--- config.mk ---
export PLATFORM = sky130hd
export DESIGN_NAME = maple_tx_engine
export DESIGN_NICKNAME = d
export VERILOG_FILES = /design/src/rtl/maple_tx_engine.sv
export SDC_FILE = /design/constraint.sdc
export NUM_CORES = 1
export LEC_CHECK = 0
export ABC_AREA = 1
export CAP_MARGIN = 20
export CELL_PAD_IN_SITES_DETAIL_PLACEMENT = 1
export CELL_PAD_IN_SITES_GLOBAL_PLACEMENT = 1
export CORE_ASPECT_RATIO = 0.7
export CORE_MARGIN = 2
export CORE_UTILIZATION = 40
export DETAILED_ROUTE_END_ITERATION = 8
export PLACE_DENSITY_LB_ADDON = 0.1
export SLEW_MARGIN = 0
export SYNTH_ARGS = -nofsm -noshare
export SYNTH_HDL_FRONTEND = slang
export SYNTH_SLANG_ARGS = --single-unit
--- constraint.sdc ---
create_clock -name clk -period 10.1 [get_ports clk]
set_clock_uncertainty 0.05 [all_clocks]
set_input_delay 2.525 -clock clk [delete_from_list [all_inputs] [get_ports clk]]
set_output_delay 2.525 -clock clk [all_outputs]
set_load 0.01 [all_outputs]
--- src/rtl/maple_tx_engine.sv ---
// Maple bus transmit engine: byte FIFO feeding a tick-paced frame sequencer
// (start pattern, MSB-first data on alternating clock lines, end pattern).
module maple_tx_engine #(
    parameter int NUM_PORTS  = 4,
    parameter int FIFO_DEPTH = 16,
    parameter int DIV_W      = 8,
    localparam int PSW       = (NUM_PORTS > 1) ? $clog2(NUM_PORTS) : 1
) (
    input  logic                 clk,
    input  logic                 rst,
    input  logic [DIV_W-1:0]     clk_div,
    input  logic [PSW-1:0]       port_sel,
    input  logic [7:0]           wr_data,
    input  logic                 wr_en,
    input  logic                 start,
    input  logic                 abort,
    output logic                 full,
    output logic                 empty,
    output logic                 overflow,
    output logic                 busy,
    output logic                 done,
    output logic [NUM_PORTS-1:0] out_p1,
    output logic [NUM_PORTS-1:0] out_p5,
    output logic [NUM_PORTS-1:0] oe
);
    localparam int AW = (FIFO_DEPTH > 1) ? $clog2(FIFO_DEPTH) : 1;
    localparam int CW = AW + 1;

    typedef enum logic [2:0] {
        S_IDLE, S_ARM, S_PRE, S_SYNC, S_DATA, S_END
    } state_t;

    state_t           state, state_n;
    logic [3:0]       step, step_n;
    logic [2:0]       bit_idx, bit_n;
    logic [1:0]       phase, phase_n;
    logic [DIV_W-1:0] div_cnt;
    logic             tick, accept, pop, fin, wr_acc;
    logic [AW-1:0]    wr_ptr, rd_ptr;
    logic [CW-1:0]    count;
    logic [7:0]       mem [FIFO_DEPTH];
    logic [7:0]       shreg;
    logic [PSW-1:0]   sel;
    logic             line_p1, line_p5, clk_line, dat_line, active, hit;

    // Free-running divider; >= guards against clk_div shrinking below the count
    assign tick = (div_cnt >= clk_div);

    always_ff @(posedge clk or negedge rst) begin
        if (!rst)      div_cnt <= '0;
        else if (tick) div_cnt <= '0;
        else           div_cnt <= div_cnt + 1'b1;
    end

    assign full   = (count == CW'(FIFO_DEPTH));
    assign empty  = (count == '0);
    assign wr_acc = wr_en && !full;

    always_ff @(posedge clk or negedge rst) begin
        if (!rst) begin
            wr_ptr   <= '0;
            rd_ptr   <= '0;
            count    <= '0;
            overflow <= 1'b0;
        end else begin
            if (abort) begin
                wr_ptr <= '0;
                rd_ptr <= '0;
                count  <= '0;
            end else begin
                if (wr_acc) wr_ptr <= wr_ptr + 1'b1;
                if (pop)    rd_ptr <= rd_ptr + 1'b1;
                count <= count + CW'(wr_acc) - CW'(pop);
            end
            if (accept)        overflow <= 1'b0;
            if (wr_en && full) overflow <= 1'b1;
        end
    end

    always_ff @(posedge clk) begin
        if (wr_acc) mem[wr_ptr] <= wr_data;
        if (pop)    shreg <= mem[rd_ptr];
        if (accept) sel <= port_sel;
    end

    always_ff @(posedge clk or negedge rst) begin
        if (!rst) begin
            state   <= S_IDLE;
            step    <= '0;
            bit_idx <= '0;
            phase   <= '0;
            done    <= 1'b0;
        end else begin
            state   <= state_n;
            step    <= step_n;
            bit_idx <= bit_n;
            phase   <= phase_n;
            done    <= fin;
        end
    end

    // S_ARM holds off until the next tick so every line step is a full tick long
    always_comb begin
        state_n = state;
        step_n  = step;
        bit_n   = bit_idx;
        phase_n = phase;
        accept  = 1'b0;
        pop     = 1'b0;
        fin     = 1'b0;
        if (abort) begin
            state_n = S_IDLE;
        end else begin
            case (state)
                S_IDLE: if (start && !empty) begin
                    accept  = 1'b1;
                    state_n = S_ARM;
                end
                S_ARM: if (tick) state_n = S_PRE;
                S_PRE: if (tick) begin
                    state_n = S_SYNC;
                    step_n  = '0;
                end
                S_SYNC: if (tick) begin
                    if (step != 4'd9) begin
                        step_n = step + 1'b1;
                    end else if (empty) begin
                        state_n = S_END;
                        step_n  = '0;
                    end else begin
                        pop     = 1'b1;
                        state_n = S_DATA;
                        bit_n   = 3'd7;
                        phase_n = '0;
                    end
                end
                S_DATA: if (tick) begin
                    if (phase != 2'd2) begin
                        phase_n = phase + 1'b1;
                    end else begin
                        phase_n = '0;
                        if (bit_idx != 3'd0) begin
                            bit_n = bit_idx - 1'b1;
                        end else if (!empty) begin
                            pop   = 1'b1;
                            bit_n = 3'd7;
                        end else begin
                            state_n = S_END;
                            step_n  = '0;
                        end
                    end
                end
                S_END: if (tick) begin
                    if (step == 4'd6) begin
                        state_n = S_IDLE;
                        fin     = 1'b1;
                    end else begin
                        step_n = step + 1'b1;
                    end
                end
                default: state_n = S_IDLE;
            endcase
        end
    end

    assign busy   = (state != S_IDLE);
    assign active = (state == S_PRE) || (state == S_SYNC) || (state == S_DATA) || (state == S_END);

    // Odd bits clock on p1 with data on p5; even bits swap the roles
    always_comb begin
        line_p1  = 1'b1;
        line_p5  = 1'b1;
        clk_line = 1'b1;
        dat_line = 1'b1;
        case (state)
            S_SYNC: begin
                line_p1 = (step == 4'd9);
                line_p5 = (step == 4'd9) || !step[0];
            end
            S_DATA: begin
                clk_line = (phase != 2'd1);
                dat_line = shreg[bit_idx];
                if (bit_idx[0]) begin
                    line_p1 = clk_line;
                    line_p5 = dat_line;
                end else begin
                    line_p1 = dat_line;
                    line_p5 = clk_line;
                end
            end
            S_END: begin
                line_p5 = (step == 4'd0) || (step == 4'd6);
                line_p1 = !((step == 4'd2) || (step == 4'd4));
            end
            default: ;
        endcase
    end

    always_comb begin
        oe     = '0;
        out_p1 = '1;
        out_p5 = '1;
        hit    = 1'b0;
        for (int i = 0; i < NUM_PORTS; i++) begin
            hit       = active && (sel == PSW'(i));
            oe[i]     = hit;
            out_p1[i] = hit ? line_p1 : 1'b1;
            out_p5[i] = hit ? line_p5 : 1'b1;
        end
    end
endmodule

==> key figures <==
Timing
  • Setup TNS: 0 ns
  • Final Hold Fails: 0
  • Fin crit share: approximately 60%
  • RSZ-0062 raised after global routing: false
  • Achievable Freq: between 150 and 200 MHz
  • Rel. slew slack: 26.95%
  • Final number of setup-violating endpoints: 0
  • Slew @ Worst Pin: around 1.1 ns
  • Max-slew violations: 0
  • Minimum clock period: ~6.1 ns
  • Hold_ws: 0.4122 ns

Synthesis
  • Cell taking the most area after synthesis: edfxtp_1
  • Share of the synthesized area in the top cell type: about half
  • Syn_nets: 851
  • Synth Area per Inst: a little over 10 sq um
  • Main area contributors after synthesis: edfxtp_1, dfrtp_1, nand2_1
  • Unique masters post-synth: 43
  • Number of synthesized flops with an enable pin: roughly 140
  • Async set-reset flop share out of synthesis: between 20% and 30%
  • Synth Register Bits: ~170
  • Post-synthesis instance area: 8229 sq um
  • Seq/Total Area, Yosys: roughly three fifths
  • Most used flip-flop cell after synthesis: edfxtp_1
  • Syn Inst Count: about 800
  • Yosys warns: 0

Cells and area
  • Share of post-route cells with drive strength above 1: 7.692%
  • Commonest cells after routing, fill and taps aside: edfxtp_1, nand2_1, nor2_1, inv_1, o21ai_0
  • Area Growth Syn to Fin: 13.82%
  • Final core occ: between 40% and 50%
  • Most common cell after layout, fill and taps aside: edfxtp_1
  • Fin area: about 9400 sq um
  • ANT cells: 0
  • Final net count: around 900

Worst setup path
  • Crit end category: flip-flop
  • Crit Path Category: input port to flip-flop
  • Critical Path RT: between 10 and 15 ns
  • Startpoint types: input port
  • Crit-path slowest cell: nor2_1
  • Crit-path cells: clkdlybuf4s50_1 -> inv_1 -> ha_1 -> nand2_1 -> nor2_1 -> nand2_1 -> nand3_4 -> nand2_4 -> nor2_1 -> ha_1 -> inv_1 -> ha_1 -> inv_1 -> fa_1 -> o21ai_0 -> a21oi_1 -> xor2_1 -> nor2_1
  • R2R setup slack: between 5 and 6 ns
  • R2R depth: 19
  • Worst R2R End: count[4]$_DFF_PN0_
  • Worst r2r src: bit_idx[0]$_DFFE_PN0P_
  • Worst EP arrival: 6.32 ns
  • CP max FO: 15
  • CP max stage delay: ~0.62 ns

Hold path
  • Hold path startpoint: div_cnt[0]$_DFF_PN0_
  • Hold EP: div_cnt[0]$_DFF_PN0_
  • Worst min path class: flip-flop to flip-flop
  • Worst Hold Depth: 1

Floorplan
  • Core Area: ~20000 sq um
  • # IOs: 40
  • Die ar.: around 22000 sq um
  • Die H: approximately 120 um
  • Starting utilization of the core area: about two fifths
  • Site Rows: 43
  • Die outline width: about 180 um

Global route
  • Vias in the first global route: about 6000
  • Global-route wire length before repair: ~35000 um
  • Antenna violations before repair: 0
  • Grt ovf: 0
  • Total Routing Usage GR: a little over a fifth
  • Largest net degree at the start of global routing: 46

CTS
  • Worst-path clk slew: 0.07 ns
  • Clock latency on the worst-skew pair: between 0.4 and 0.5 ns
  • Post-CTS Setup Bufs: 0
  • PostCTS Resize Cnt: 0
  • Root Buffer: clkbuf_16
  • H-tree levels: 4
  • CTS Hold Bufs: 0
  • CTS Buf Count: 17
  • CTS Sinks: 173
  • Max Root-Sink Buffers: 2
  • CTS tree: built

Detailed routing
  • Final wirelength: roughly 22000 um
  • Wire length per cell: 19.75 um
  • Vias: a little under 6000
  • TritonRoute pass-1 iters: 4
  • Detail Route Antenna Nets: 0
  • Vias/cell: 5.239
  • Initial detailed-routing violation count: 426
  • Drt drc: 0

Power and ir drop
  • Switching Power: about 550 uW
  • Sequential share of power: 47.1%
  • Switching share of power: 30.18%
  • Pwr per Cell Area: approximately 190 nW/um^2
  • Clock network fraction of total power: between 30% and 40%
  • Int Pwr: roughly 1300 uW
  • Overall power: 1824 uW
  • Worst IR drop on VDD: between 0.0001 and 0.00015 V
  • P_leak: roughly 0.0036 uW
  • Comb power frac: 18.5%

Place
  • Detailed placer's ending HPWL: 15380 um
  • Placer Congestion: roughly 0.8
  • Port bufs: 39
  • Cell Area, Placed: ~9000 sq um

Run status
  • Status: complete, no violations

Job
  • Max Cap Viol: 0
## power groups by stage
stage	sequential (uW)	clock, uW	combinational, uW
after floorplan	858	0	226
after global placement	871	0	320
after detailed placement	875	0	340
after CTS	860	637	345
after global routing	866	664	388
final	860	626	338
## per-layer routing
layer,wire length [um],up-vias,global-route usage (%)
li1,-,2799,-
met1,10820,2909,30.42
met2,9904,116,33.66
met3,1086,17,4.640
met4,209,0,5.217
met5,0,-,0
## how the worst max path moves through the flow
stage               start  cells past startpoint  slack [ns]                 end
4_1_cts        clk_div[7]                     18        4.01  count[4]$_DFF_PN0_
6_report       clk_div[7]                     18        4.04  count[4]$_DFF_PN0_
2_1_floorplan  clk_div[7]                     17        4.83  count[4]$_DFF_PN0_
3_5_place_dp   clk_div[7]                     18        3.67  count[4]$_DFF_PN0_
3_3_place_gp   clk_div[7]                     18        3.91  count[4]$_DFF_PN0_
5_1_grt        clk_div[7]                     18        3.74  count[4]$_DFF_PN0_
## per-stage QoR
step	worst slack, ns	instances
final	4.036	1115
after global routing	3.740	1115
after CTS	4.006	1115
after detailed placement	3.669	1083
after global placement	3.914	1083
after floorplan	4.835	801
## synthesized netlist by cell type (all sizes together), types with 12 or more instances
cell type  count
a21oi         17
edfxtp       138
inv           85
o211ai        17
o2111ai       12
ha            26
nand2        140
dfrtp         35
buf           19
nand3         59
o21ai         75
nor2         127
## flip-flops by register name, indices dropped and copies added, names as in the netlist, 4 cells and up
name,cells
rd_ptr,4
count,5
shreg,8
step,4
div_cnt,8
mem,128
wr_ptr,4
## layout make-up
cell class                      instances  area, sq um
Fill cell                            2250        10650
Sequential cell                       173         5021
Multi-Input combinational cell        511         2725
Clock buffer                           18        429.2
Timing Repair Buffer                   41        400.4
Tap cell                              270        337.8
Inverter                               88        330.3
Clock inverter                         14        122.6
## cells by family after synthesis
group	after synthesis	synth area share, %
simple gates	348	18.73
flops	173	61.00
compound gates	127	9.229
buf+inv	117	5.884
fa+ha+maj	27	4.196
xor+xnor	9	0.9579
## critical path: cells and delay by family
family / cells / cell delay, ns
adders and majority gates: 4 / 1.23
and+or+nand+nor: 7 / 1.37
buffers and inverters: 4 / 0.64
AOI/OAI and AO/OA: 2 / 0.36
xor gates and xnor gates: 1 / 0.17
Power figures use the tool's default switching activity.
